**config.mk**
```make
export PLATFORM = sky130hd
export DESIGN_NAME = halfband_interp2
export DESIGN_NICKNAME = d
export VERILOG_FILES = /design/src/rtl/halfband_interp2.sv
export SDC_FILE = /design/constraint.sdc
export NUM_CORES = 1
export LEC_CHECK = 0
export CAP_MARGIN = 25
export CORE_ASPECT_RATIO = 0.8
export CORE_UTILIZATION = 60
export CTS_CLUSTER_DIAMETER = 60
export DETAILED_ROUTE_END_ITERATION = 6
export PLACE_DENSITY = 0.88
export REMOVE_ABC_BUFFERS = 1
export SETUP_SLACK_MARGIN = 0.2
export SLEW_MARGIN = 20
export SYNTH_ARGS = -nofsm -noshare
export SYNTH_HDL_FRONTEND = slang
export SYNTH_SLANG_ARGS = --single-unit
```
**constraint.sdc**
```tcl
create_clock -name clk -period 14.45 [get_ports clk]
set_input_delay 2.89 -clock clk [delete_from_list [all_inputs] [get_ports clk]]
set_output_delay 2.89 -clock clk [all_outputs]
set_load 0.05 [all_outputs]
```
**src/rtl/halfband_interp2.sv**
```systemverilog
// 2x interpolating halfband FIR (11-tap prototype, unity gain), one shared multiplier.
// Latency: first output 5 cycles after accept; 7 cycles per input with no backpressure.
// Backpressure: out_ready low holds EMIT_E/EMIT_O indefinitely; in_ready stays low until IDLE.
module halfband_interp2 #(
    parameter int DATA_W = 16,
    parameter int COEF_W = 21,
    parameter int ACC_W  = 40
) (
    input  logic              clk,
    input  logic              rst,
    input  logic              in_valid,
    output logic              in_ready,
    input  logic [DATA_W-1:0] in_data,
    output logic              out_valid,
    input  logic              out_ready,
    output logic [DATA_W-1:0] out_data
);

    localparam logic signed [COEF_W-1:0] C0 = COEF_W'(8336);
    localparam logic signed [COEF_W-1:0] C2 = COEF_W'(-57000);
    localparam logic signed [COEF_W-1:0] C4 = COEF_W'(310840);
    // x2 tap symmetry folded into the shift: Q1.20 product scaled by 2 -> shift by 19
    localparam int                       SHIFT    = COEF_W - 2;
    localparam logic signed [ACC_W-1:0]  RND_HALF = ACC_W'(1) << (SHIFT - 1);
    localparam logic signed [ACC_W-1:0]  SAT_MAX  = ACC_W'((1 << (DATA_W - 1)) - 1);
    localparam logic signed [ACC_W-1:0]  SAT_MIN  = -SAT_MAX - ACC_W'(1);

    typedef enum logic [2:0] {
        IDLE   = 3'd0,
        MAC    = 3'd1,
        RND    = 3'd2,
        EMIT_E = 3'd3,
        EMIT_O = 3'd4
    } state_t;

    state_t                    state_q, state_d;
    logic signed [DATA_W-1:0]  d_q [6];
    logic signed [DATA_W-1:0]  d_d [6];
    logic signed [ACC_W-1:0]   acc_q, acc_d;
    logic [1:0]                k_q, k_d;
    logic [DATA_W-1:0]         out_data_q, out_data_d;
    logic                      out_valid_q, out_valid_d;

    logic signed [DATA_W:0]        pair;
    logic signed [COEF_W-1:0]      coef;
    logic signed [DATA_W+COEF_W:0] prod;
    logic signed [ACC_W-1:0]       rnd_sum;
    logic signed [ACC_W-1:0]       scaled;
    logic [DATA_W-1:0]             sat_val;

    always_comb begin
        pair = '0;
        coef = '0;
        case (k_q)
            2'd0: begin
                pair = {d_q[0][DATA_W-1], d_q[0]} + {d_q[5][DATA_W-1], d_q[5]};
                coef = C0;
            end
            2'd1: begin
                pair = {d_q[1][DATA_W-1], d_q[1]} + {d_q[4][DATA_W-1], d_q[4]};
                coef = C2;
            end
            default: begin
                pair = {d_q[2][DATA_W-1], d_q[2]} + {d_q[3][DATA_W-1], d_q[3]};
                coef = C4;
            end
        endcase
        prod    = pair * coef;
        rnd_sum = acc_q + RND_HALF;
        scaled  = rnd_sum >>> SHIFT;
        if (scaled > SAT_MAX) begin
            sat_val = SAT_MAX[DATA_W-1:0];
        end else if (scaled < SAT_MIN) begin
            sat_val = SAT_MIN[DATA_W-1:0];
        end else begin
            sat_val = scaled[DATA_W-1:0];
        end
    end

    always_comb begin
        state_d     = state_q;
        d_d         = d_q;
        acc_d       = acc_q;
        k_d         = k_q;
        out_data_d  = out_data_q;
        out_valid_d = out_valid_q;
        case (state_q)
            IDLE: begin
                if (in_valid) begin
                    d_d[0] = in_data;
                    for (int i = 1; i < 6; i++) begin
                        d_d[i] = d_q[i-1];
                    end
                    acc_d   = '0;
                    k_d     = 2'd0;
                    state_d = MAC;
                end
            end
            MAC: begin
                acc_d = acc_q + ACC_W'(prod);
                if (k_q == 2'd2) begin
                    state_d = RND;
                end else begin
                    k_d = k_q + 2'd1;
                end
            end
            RND: begin
                out_data_d  = sat_val;
                out_valid_d = 1'b1;
                state_d     = EMIT_E;
            end
            EMIT_E: begin
                if (out_ready) begin
                    out_data_d = d_q[2];
                    state_d    = EMIT_O;
                end
            end
            EMIT_O: begin
                if (out_ready) begin
                    out_valid_d = 1'b0;
                    state_d     = IDLE;
                end
            end
            default: state_d = IDLE;
        endcase
    end

    always_ff @(posedge clk) begin
        if (!rst) begin
            state_q     <= IDLE;
            for (int i = 0; i < 6; i++) begin
                d_q[i] <= '0;
            end
            acc_q       <= '0;
            k_q         <= '0;
            out_data_q  <= '0;
            out_valid_q <= 1'b0;
        end else begin
            state_q     <= state_d;
            d_q         <= d_d;
            acc_q       <= acc_d;
            k_q         <= k_d;
            out_data_q  <= out_data_d;
            out_valid_q <= out_valid_d;
        end
    end

    assign in_ready  = rst && (state_q == IDLE);
    assign out_valid = out_valid_q;
    assign out_data  = out_data_q;

endmodule
```
==> results.md <==
* Outcome: finished, final reports clean
* First-pass GRT wire length at ~88000 µm
* Die width at 208 µm
* R2R depth at 28
* Largest net degree at the start of global routing at around 100
* Post-Syn Area at about 0.020 mm²
* Worst-Skew Late Latency at ~0.47 ns
* Number of nets in the layout at 2812
* Global placement routability congestion at 1.03
* Drt first pass iters at 5
* RSZ-0062 raised after global routing: false
* Flop pwr share at 0.217
* Synth unique cells at 80
* Initial core utilization at 0.608
* CP Launch Type: register
* Synth Register Bits at 155
* Leakage at 10.4 nW
* Hold Startpoint: d_q[9]$_SDFFE_PN0P_
* RR Endpoint: acc_q[38]$_SDFFE_PN0P_
* First DRT Iteration DRCs at 1423
* Largest family of logic cells by synthesized area: adder cells
* Via density at 5.73
* Util after Layout at 0.648
* Period minus WS final at slightly above 9 ns
* # clock sinks at 155
* Mean routed wirelength per cell at between 20 and 25 µm
* Clock Pin Slew Worst Setup and Hold Paths at ~0.080 ns
* Crit path max-delay cell type: nor3b_1
* CP max FO at 26
* Max-cap violation count at 0
* Number of antenna-violating nets in the routed design at 0
* Main synth FF type: dfxtp_1
* Simple logic cell fraction of the synthesized area at 0.119
* Max-slew headroom at 0.316
* Slack of the critical path at between 5 and 6 ns
* Syn avg cell area at around 9.0 µm²
* WP data arrival at 9.71 ns
* Commonest non-fill, non-tap cell in the layout: inv_1
* Vias at approximately 16k
* Final setup vio count at 0
* Clk root buf: clkbuf_16
* DRC errors left at 0
* Hold Crit Class: reg2reg
* Max stage delay on crit path at 0.86 ns
* CP Capture Type: register
* Most frequent cells in the layout: inv_1, fa_1, nand2_1, ha_1, dfxtp_1
* Slew Limit Fails at 0
* RR Startpoint: k_q[0]$_SDFFE_PN0P_
* Multiplexer area fraction after synthesis at 0.00307
* Power share of the combinational group at 0.588
* Cell mode on critical path: fa_1
* Sw Share at 0.479
* Die height at between 150 and 200 µm
* Grt ovf at 0
* Mapped Cells at roughly 2.3k
* Ports at 38
* Filler Cells Inserted at 2645
* Clock power frac at 0.195
* Port Buffers at 37
* Register area share after synthesis at 0.152
* Synth Area in Compound Gates at 0.142
* P_int at 1.24 mW
* Final setup TNS at 0 ns
* Clock skew at 0.0223 ns
* Actual slew at the worst max-slew pin at 1.02 ns
* Place WS at 5.24 ns
* Layout cells sized above 1 at 0.0363
* Setup CP Type: reg2reg
* Tcrit/Tclk final at 0.647
* H-Tree Depth at 4
* CTS buffer count at 17
* Xor and xnor area share after synthesis at 0.0365
* Clk buf depth at 2
* ANT cells at 0
* Fmax at 0.107 GHz
* Area Growth Syn to Fin at 6.66%
* Post-synth ARST share at 0
* Synth Area in Adders at 0.444
* Row cnt at 60
* Post-CTS sizing at 0
* Core area at 0.0336 mm²
* Ys Warns at 0
* Peak VDD IR at 0.0839 mV
* Pwr/cell area at 109 mW/mm²
* Vias in the first global route at 15.9k
* Post-synth EDFFs at 0
* Full die area at 0.0347 mm²
* Total Routing Usage GR at 0.335
* Req. time, crit path at ~15 ns
* Post-CTS Hold Buffers at 0
* Sink of the worst hold path: d_q[9]$_SDFFE_PN0P_
* CTS tree: done
* Post-CTS setup buffer count at 0
* Final Hold Fails at 0
* Reg2Reg Setup Slack at just over 5 ns
* Initial antenna violation count at 1
* Sw power at 1.14 mW
* WL final at 55600 µm
* Hold path cells at 2
* DP HPWL at 46200 µm
[per-stage QoR]
stage	cell area [µm²]	std cells	hold WS (ns)	power (mW)
after CTS	21700	2716	0.474	2.35
after floorplan	20100	2201	0.448	1.49
after global placement	21200	2683	0.457	1.83
after global routing	21800	2718	0.499	2.58
after detailed placement	21200	2684	0.464	1.89
final	21800	2718	0.471	2.38
[worst max-delay path, delay by kind of cell, from the launching register on]
kind	cells	cell delay (ns)
fa+ha+maj	8	3.76
compound gates	8	1.81
simple gates	4	1.55
buf+inv	7	1.46
flops	1	0.40
mux	1	0.23
[area by class of cell]
type | instances | area [µm²] | share of cell area
Clock buffer | 19 | 433 | 0.0199
Clock inverter | 13 | 131 | 0.00604
Inverter | 494 | 1850 | 0.0852
Multi-Input combinational cell | 1552 | 15200 | 0.699
Sequential cell | 155 | 3100 | 0.143
Tap cell | 434 | 543 | 0.0250
Timing Repair Buffer | 51 | 493 | 0.0227
[power groups by stage]
stage / Combinational (mW) / Clock, mW / Sequential (mW)
after floorplan: 0.990 / 0 / 0.502
after global placement: 1.31 / 0 / 0.521
after detailed placement: 1.37 / 0 / 0.522
after CTS: 1.37 / 0.464 / 0.514
after global routing: 1.57 / 0.486 / 0.522
final: 1.40 / 0.464 / 0.517
[Yosys cell counts, types with 14 or more instances]
cell,number,share of area
a21o_1,21,0.0077
a21oi_1,69,0.017
o21ai_0,76,0.019
xnor2_1,56,0.024
xor2_1,29,0.012
nand2b_1,14,0.0043
nor2_1,65,0.012
dfxtp_1,155,0.15
ha_1,183,0.11
nor2b_1,39,0.012
nand2_1,296,0.054
nor3_1,19,0.0047
and2_1,21,0.0064
fa_1,338,0.33
inv_1,492,0.091
nand3_1,17,0.0042
a21boi_0,98,0.036
o21a_1,29,0.011
a22oi_1,25,0.0092
clkbuf_1,55,0.010
[per-layer routing]
metal  vias up  routed length, µm  global-route usage  part of all wire
met1      7681              24400               0.478              0.44
met3        69               6560               0.104              0.12
met4         0                945              0.0812             0.017
li1       7148                  -                   -                 -
met2       686              23700               0.496              0.43
met5         -                  0                   0                 0
[cells by family after synthesis]
logic type | after synthesis
buffers and inverters | 558
AND/OR/NAND/NOR | 526
adder cells (fa/ha/maj) | 521
AO/OA/AOI/OAI | 415
flip-flops | 155
XOR/XNOR | 85
multiplexers | 5
[worst max path at each step]
stage / to / start / slack, ns
6_report: acc_q[38]$_SDFFE_PN0P_ / k_q[0]$_SDFFE_PN0P_ / 5.10
5_1_grt: acc_q[38]$_SDFFE_PN0P_ / k_q[0]$_SDFFE_PN0P_ / 4.64
4_1_cts: acc_q[38]$_SDFFE_PN0P_ / k_q[0]$_SDFFE_PN0P_ / 5.19
3_5_place_dp: acc_q[38]$_SDFFE_PN0P_ / k_q[0]$_SDFFE_PN0P_ / 5.24
3_3_place_gp: acc_q[38]$_SDFFE_PN0P_ / k_q[0]$_SDFFE_PN0P_ / 5.37
2_1_floorplan: acc_q[36]$_SDFFE_PN0P_ / in_valid / 0.77
[state kept, by name (all words and copies together), names as in the netlist]
signal / count
acc_q: 37
d_q: 96
k_q: 2
out_data: 16
out_valid: 1
state_q: 3
(Power assumes the default switching activity.)
